===== src/rtl/mem_access_sequencer.sv =====
// Data-memory access sequencer: issues aligned loads/stores as one access and
// splits misaligned word accesses into four little-endian byte beats.
package mem_access_sequencer_pkg;
  typedef enum logic {Word = 1'b0, Byte = 1'b1} byte_format;
endpackage

module mem_access_sequencer
  import mem_access_sequencer_pkg::*;
#(
  parameter bit SPLIT_MISALIGNED = 1'b1,
  parameter int DATA_W           = 32
) (
  input  logic              clk,
  input  logic              rst,
  input  logic              req_valid,
  output logic              req_ready,
  input  logic              req_we,
  input  byte_format        req_fmt,
  input  logic              req_sign,
  input  logic [DATA_W-1:0] req_addr,
  input  logic [DATA_W-1:0] req_wdata,
  output logic              rsp_valid,
  output logic              rsp_err,
  output logic [DATA_W-1:0] rsp_rdata,
  output logic              mem_we,
  output logic [DATA_W-1:0] mem_a,
  output logic [DATA_W-1:0] mem_wd,
  output byte_format        mem_bytesel,
  output logic              mem_sign,
  input  logic [DATA_W-1:0] mem_rd
);

  typedef enum logic [1:0] {IDLE, SINGLE, SPLIT, RESP} state_t;

  state_t            state, stateNext;
  logic [1:0]        beat, beatNext;
  logic              accept;
  logic              misaligned;
  logic              err;
  logic [DATA_W-1:0] memAHold;

  logic              weQ;
  byte_format        fmtQ;
  logic              signQ;
  logic [DATA_W-1:0] addrQ;
  logic [DATA_W-1:0] wdataQ;
  logic [DATA_W-1:0] result;

  assign misaligned = (req_fmt == Word) && (req_addr[1:0] != 2'b00);

  always_comb begin
    stateNext   = state;
    beatNext    = beat;
    accept      = 1'b0;
    req_ready   = 1'b0;
    rsp_valid   = 1'b0;
    rsp_err     = 1'b0;
    rsp_rdata   = '0;
    mem_we      = 1'b0;
    mem_a       = memAHold;
    mem_wd      = '0;
    mem_bytesel = Word;
    mem_sign    = 1'b0;
    case (state)
      IDLE: begin
        req_ready = 1'b1;
        if (req_valid) begin
          accept   = 1'b1;
          beatNext = 2'd0;
          if (!misaligned)           stateNext = SINGLE;
          else if (SPLIT_MISALIGNED) stateNext = SPLIT;
          else                       stateNext = RESP;
        end
      end
      SINGLE: begin
        mem_a       = addrQ;
        mem_wd      = wdataQ;
        mem_bytesel = fmtQ;
        mem_sign    = (fmtQ == Byte) && signQ;
        mem_we      = weQ;
        stateNext   = RESP;
      end
      SPLIT: begin
        // Beat b touches byte addr+b; the address wraps naturally at the top of the map.
        mem_a       = addrQ + DATA_W'(beat);
        mem_wd      = {{(DATA_W-8){1'b0}}, wdataQ[8*beat +: 8]};
        mem_bytesel = Byte;
        mem_we      = weQ;
        beatNext    = beat + 2'd1;
        if (beat == 2'd3) stateNext = RESP;
      end
      RESP: begin
        rsp_valid = 1'b1;
        rsp_err   = err;
        rsp_rdata = (weQ || err) ? '0 : result;
        stateNext = IDLE;
      end
      default: stateNext = IDLE;
    endcase
  end

  // Control state: reset aborts any in-flight request without a response.
  always_ff @(posedge clk) begin
    if (rst) begin
      state    <= IDLE;
      beat     <= 2'd0;
      err      <= 1'b0;
      memAHold <= '0;
    end else begin
      state <= stateNext;
      beat  <= beatNext;
      if (accept) err <= misaligned && !SPLIT_MISALIGNED;
      if (state == SINGLE || state == SPLIT) memAHold <= mem_a;
    end
  end

  // Request capture and load assembly.
  always_ff @(posedge clk) begin
    if (accept) begin
      weQ    <= req_we;
      fmtQ   <= req_fmt;
      signQ  <= req_sign;
      addrQ  <= req_addr;
      wdataQ <= req_wdata;
      result <= '0;
    end else if (state == SINGLE && !weQ) begin
      result <= mem_rd;
    end else if (state == SPLIT && !weQ) begin
      result[8*beat +: 8] <= mem_rd[7:0];
    end
  end

endmodule


===== config.mk =====
export PLATFORM = sky130hd
export DESIGN_NAME = mem_access_sequencer
export DESIGN_NICKNAME = d
export VERILOG_FILES = /design/src/rtl/mem_access_sequencer.sv
export SDC_FILE = /design/constraint.sdc
export NUM_CORES = 1
export LEC_CHECK = 0
export ABC_AREA = 1
export ABC_CLOCK_PERIOD_IN_PS = 4800
export CAP_MARGIN = 20
export CORE_MARGIN = 1
export CORE_UTILIZATION = 52
export CTS_CLUSTER_DIAMETER = 100
export DETAILED_ROUTE_END_ITERATION = 12
export PLACE_DENSITY = 0.95
export SYNTH_ARGS = -nofsm -noshare
export SYNTH_HDL_FRONTEND = slang
export SYNTH_SLANG_ARGS = --single-unit

===== constraint.sdc =====
create_clock -name clk -period 4.8 [get_ports clk]
set_clock_uncertainty 0.1 [all_clocks]
set_input_delay 0.48 -clock clk [delete_from_list [all_inputs] [get_ports clk]]
set_output_delay 0.48 -clock clk [all_outputs]
set_load 0.02 [all_outputs]

Word-level counts from Yosys, hierarchy flattened
Index checks and enable logic that the tools add are counted.
Widths: inputs -> output; s select.
- register bits: 135
- output and inout port bits: 102
- add/subtract/negate cells: 3
- equal/unequal tests: 6
- shift-type cells: 3
- multiplexer cells: 20
- bitwise logic cells: 1
- reductions and logical operators: 13
- operator list (cell ; number):
    $mux 32 ; 4
    $pmux 32 s2 ; 2
    $neg 5->34 ; 1
    $shift 8x34->32 const A ; 1
    $shiftx 8x34->32 ; 1
    $add 32x2->32 ; 1
    $bwmux 32 ; 1
    $shiftx 32x6->8 ; 1
    $mux 2 ; 4
    $pmux 2 s4 ; 1
    $eq 2x2->1 const B ; 3
    $mux 1 ; 6
    $reduce_bool 2->1 ; 3
    $logic_and 1x1->1 ; 4
    $ne 2x2->1 const B ; 2
    $pmux 2 s2 ; 1
    $reduce_and 2->1 ; 2
    $add 2x1->2 const B ; 1
    $eq 2x1->1 const B ; 1
    $logic_not 2->1 ; 1
    $pmux 1 s2 ; 1
    $reduce_or 2->1 ; 1
    $logic_not 1->1 ; 1
    $logic_or 1x1->1 ; 1
    $not 1->1 ; 1

Depth between registers and ports, before layout
- depth in word-level cells: 5
- mapped depth: 12
- depth with buffers taken out: 12

Worst setup path before layout
OpenSTA, ideal clock, no wires.
- path type: reg2reg
- start: reg state[0]
- end: reg addrQ[0] (enable)
- data arrival time: 2.291 ns
- required time: 3.897 ns
- slack: 1.606 ns
- cell stages (with the launch flop): 5
- path buffers: 0
- period minus slack after synthesis: 3.194 ns
- cell sequence: dfxtp_1 -> inv_1 -> ha_1 -> nand2_1 -> clkinv_1
- cells in the longest elaborated chain, start to end: 2
- RTL lines (item ; RTL line ; source):
    start: declaration ; 35 ; state_t state, stateNext;
    start signal: assignment ; 110 ; state <= stateNext;
    $logic_not 2->1 ; 64 ; case (state)
    $mux 1 ; 64 ;
    named net accept ; 37 ; logic accept;
    end signal: assignment ; 123 ; addrQ <= req_addr;
    end: declaration ; 45 ; logic [DATA_W-1:0] addrQ;
The timed path passes the listed nets, and every way through them passes these cells.
A chain may end at the register's enable or synchronous reset.

Worst setup path in the final report
- start: reg beat[0]
- end: out mem_a[14]
- cells in the longest elaborated chain, start to end: 2
- RTL lines (item ; RTL line ; source):
    start: declaration ; 36 ; logic [1:0] beat, beatNext;
    start signal: assignment ; 111 ; beat <= beatNext;
    $add 32x2->32 ; 85 ; mem_a = addrQ + DATA_W'(beat);
    $pmux 32 s2 ; 64 ;
    end: declaration ; 26 ; output logic [DATA_W-1:0] mem_a,
No other way between the ends.

==> qor.json <==
{
  "synth_sequential_area_ratio": {"value": 0.468},
  "insertion_delay": {"value": 0.43, "unit": "ns"},
  "core-area": {"value": 13400, "unit": "um2"},
  "yosys_warnings": {"value": 0},
  "cts-resized-gates": {"value": 0},
  "die_h": {"value": 120, "unit": "um"},
  "layout.nets": {"value": 1275},
  "worst_hold_path_type": {"value": "reg2reg"},
  "vdd_ir_drop_max": {"value": 0.315, "unit": "mV"},
  "status": {"value": "complete, no violations"},
  "power_frac_comb": {"value": 0.491},
  "cts.sinks": {"value": 135},
  "fin_crit_sh": {"value": 0.860},
  "placed_cells": {"value": 1317},
  "dominantRegCellSynth": {"value": "sky130_fd_sc_hd__dfxtp_1"},
  "report.final.setup_viol": {"value": 0},
  "netlist_instances": {"value": 977},
  "post-synth-top-area-fraction": {"value": 0.279},
  "crit_path_start_kind": {"value": "flip-flop"},
  "synth_commonest_cells": {"value": "sky130_fd_sc_hd__nand2_1, sky130_fd_sc_hd__nor2_1, sky130_fd_sc_hd__inv_1, sky130_fd_sc_hd__a21oi_1, sky130_fd_sc_hd__dfxtp_1"},
  "total_power": {"value": 6.28, "unit": "mW"},
  "area_leader_netlist": {"value": "sky130_fd_sc_hd__edfxtp_1"},
  "drt-initial-drc-count": {"value": 952},
  "max_slew_violation_total_from_the_final_report": {"value": 0},
  "power_frac_seq": {"value": 0.287},
  "drv.max_cap_violation_count": {"value": 0},
  "syn-mean-instance-area": {"value": 7.38, "unit": "um2"},
  "max_clock_freq": {"value": 0.242, "unit": "GHz"},
  "relSlewSlack": {"value": 0.434},
  "global_route_wire_length_before_repair": {"value": 34.3, "unit": "mm"},
  "multiInputGateArea": {"value": 3240, "unit": "um2"},
  "met2_usage": {"value": 0.499},
  "cts_max_level": {"value": 4},
  "drt-total-wl": {"value": 21.7, "unit": "mm"},
  "design.die.area": {"value": 14300, "unit": "um2"},
  "drt-pass1-iter-count": {"value": 6},
  "crit_path_max_fanout": {"value": 21},
  "tritoncts.num_buffers": {"value": 17},
  "synthDistinctLibCells": {"value": 42},
  "grt_overflow_total": {"value": 0},
  "most_heavily_used_metal_layer_in_global_routing": {"value": "met2"},
  "power.density_cell_area": {"value": 630, "unit": "nW/um2"},
  "route.vias.total": {"value": 7467},
  "first_global_vias": {"value": 7099},
  "post-cts-setup-buffers": {"value": 0},
  "cpMaxStageDelayCell": {"value": "sky130_fd_sc_hd__dfxtp_1"},
  "netlist_area_before_placement": {"value": 7210, "unit": "um2"},
  "crit-reg2reg-launch": {"value": "beat[0]"},
  "critPathKind": {"value": "reg2out"},
  "initial_core_util": {"value": 0.538},
  "grt_start_max_net_pins": {"value": 42},
  "synthMostInstantiatedCell": {"value": "sky130_fd_sc_hd__nand2_1"},
  "ctsLongestPathBuffers": {"value": 2},
  "crit_start": {"value": "beat[0]"},
  "chipWidth": {"value": 120, "unit": "um"},
  "synth.ff_latch_count": {"value": 135},
  "post_synth_main_area_contributors": {"value": "sky130_fd_sc_hd__edfxtp_1, sky130_fd_sc_hd__dfxtp_1, sky130_fd_sc_hd__nand2_1"},
  "buffer_ports.inserted": {"value": 202},
  "grt_use_met1": {"value": 0.375},
  "power.clock.fraction": {"value": 0.222},
  "dp_slack": {"value": 1.17, "unit": "ns"},
  "internal-power": {"value": 3.64, "unit": "mW"},
  "register_area": {"value": 3370, "unit": "um2"},
  "floorplan.rows": {"value": 42},
  "min_from": {"value": "result[1]"},
  "finalWeightedCongestion": {"value": 0.934},
  "setup_total_negative_slack": {"value": 0, "unit": "ns"},
  "cp_data_arrival_time": {"value": 3.55, "unit": "ns"},
  "end_kind": {"value": "output port"},
  "post_synth_edffs": {"value": 67},
  "final_layout_size_suffix_gt1_frac": {"value": 0.0562},
  "synth.net_count": {"value": 1091},
  "largest_stage_delay_on_the_critical_path": {"value": 0.75, "unit": "ns"},
  "io_pins": {"value": 204},
  "p_leak": {"value": 4.22, "unit": "nW"},
  "finalWorstPathRequiredPeriod": {"value": 4.13, "unit": "ns"},
  "instances_no_fill": {"value": 1351},
  "gr-usage-all-layers": {"value": 0.304},
  "ctsHoldBuffers": {"value": 0},
  "synthToLayoutAreaGrowth": {"value": 38.1, "unit": "%"},
  "worstPathCellList": {"value": "ha_1, inv_1, fa_1, nor2_4, nand2_4, nor2_8, a21oi_1, o21ai_0, nand2_1, o21ai_0, inv_1, clkdlybuf4s50_1"},
  "ant_nets": {"value": 0},
  "grt_setup_unrepaired": {"value": "no"},
  "clk_pin_slew_worst_paths": {"value": 0.06, "unit": "ns"},
  "ys_async_sr_fraction": {"value": 0},
  "final.fill_count": {"value": 956},
  "dp_hpwl": {"value": 14.2, "unit": "mm"},
  "whs": {"value": 0.367, "unit": "ns"},
  "worst-endpoint-required": {"value": 4.22, "unit": "ns"},
  "power.switching": {"value": 2.63, "unit": "mW"},
  "final_hold_viol_count": {"value": 0},
  "max_slew.worst_pin.slew": {"value": 0.849, "unit": "ns"},
  "routed_via_density": {"value": 5.53},
  "tritoncts": {"value": "built"},
  "drt_drc_violations_left": {"value": 0},
  "switching_share": {"value": 0.419},
  "worst_slack": {"value": 0.672, "unit": "ns"},
  "routed_len_inst": {"value": 16.1, "unit": "um"},
  "initial_antenna_violation_count": {"value": 1},
  "cts.root.buffer_cell": {"value": "sky130_fd_sc_hd__clkbuf_16"},
  "use_met3": {"value": 0.0760}
}
## stage by stage
step / util / instance area, um2
floorplan: - / 7210
global placement: 0.695 / 9310
detailed placement: 0.695 / 9310
CTS: 0.741 / 9930
global route: 0.743 / 9960
finish: 0.743 / 9960
## cell type report
class                           instances  share of cell area
Timing Repair Buffer                  210               0.212
Sequential cell                       135               0.339
Multi-Input combinational cell        692               0.325
Inverter                              105              0.0396
Clock buffer                           20              0.0438
Clock inverter                         12              0.0182
Antenna cell                            1            0.000251
Tap cell                              176              0.0221
## flip-flops by register name, indices dropped and copies added, names as in the netlist
name,cells
addrQ,32
beat,2
fmtQ,1
memAHold,32
result,32
signQ,1
state,2
wdataQ,32
weQ,1
## layout by cell type (no fill, tap or decap), types with 2 or more instances in the layout
cell,Yosys,routed
sky130_fd_sc_hd__clkbuf_16,0,17
sky130_fd_sc_hd__o22ai_1,10,10
sky130_fd_sc_hd__ha_1,11,10
sky130_fd_sc_hd__nand2_1,313,313
sky130_fd_sc_hd__o211ai_1,8,8
sky130_fd_sc_hd__clkinv_2,0,4
sky130_fd_sc_hd__inv_1,99,99
sky130_fd_sc_hd__a211oi_1,5,5
sky130_fd_sc_hd__o21ai_1,11,11
sky130_fd_sc_hd__nand3_1,51,51
sky130_fd_sc_hd__o21ai_0,42,42
sky130_fd_sc_hd__edfxtp_1,67,67
sky130_fd_sc_hd__nand3_2,3,3
sky130_fd_sc_hd__bufinv_16,0,5
sky130_fd_sc_hd__nor3_1,18,18
sky130_fd_sc_hd__nand4_1,7,7
sky130_fd_sc_hd__clkinv_1,2,4
sky130_fd_sc_hd__a21oi_1,72,72
sky130_fd_sc_hd__clkbuf_1,22,3
sky130_fd_sc_hd__o21bai_1,2,2
sky130_fd_sc_hd__and2_1,2,2
sky130_fd_sc_hd__dfxtp_1,68,68
sky130_fd_sc_hd__or2_2,4,4
sky130_fd_sc_hd__inv_2,4,5
sky130_fd_sc_hd__nor2_4,7,7
sky130_fd_sc_hd__nor2_2,4,4
sky130_fd_sc_hd__nor2_1,106,106
sky130_fd_sc_hd__a21oi_2,3,3
sky130_fd_sc_hd__buf_4,3,6
sky130_fd_sc_hd__clkdlybuf4s50_1,0,202
## final timing paths
kind / slack (ns) / to / cells after the start
min reg2reg: 0.37 / result[1] / 2
max: 0.67 / mem_a[14] / 12
max reg2reg: 1.78 / result[16] / 7
min: 0.37 / result[1] / 2
## logic make-up (layout without fill, tap and decap cells)
kind of cell | after synthesis | in the layout | synth area share
compound gates | 159 | 159 | 0.121
buf+inv | 150 | 347 | 0.0840
simple gates | 520 | 520 | 0.304
other cells | 1 | 2 | 0.000520
flops | 135 | 135 | 0.468
fa+ha+maj | 12 | 12 | 0.0219
## critical path, delay by kind of cell, from the launching register on
family          cells  cell delay, ns
flops               1            0.75
fa+ha+maj           2            0.73
buf+inv             3            0.68
simple gates        4            0.61
compound gates      3            0.36
## metal layers
layer  routed length (um)  share of wire  vias up
li1                     -              -     3527
met1                 8460           0.39     3419
met2                10500           0.48      454
met3                 2020          0.093       67
met4                  710          0.033        0
met5                    0              0        -
## power groups by stage
stage / registers (mW) / clock network (mW) / logic, mW
after floorplan: 1.75 / 0 / 1.92
after global placement: 1.80 / 0 / 2.94
after detailed placement: 1.80 / 0 / 3.00
after CTS: 1.79 / 1.40 / 3.05
after global routing: 1.83 / 1.45 / 3.36
final: 1.80 / 1.39 / 3.08
Power figures use the tool's default switching activity.
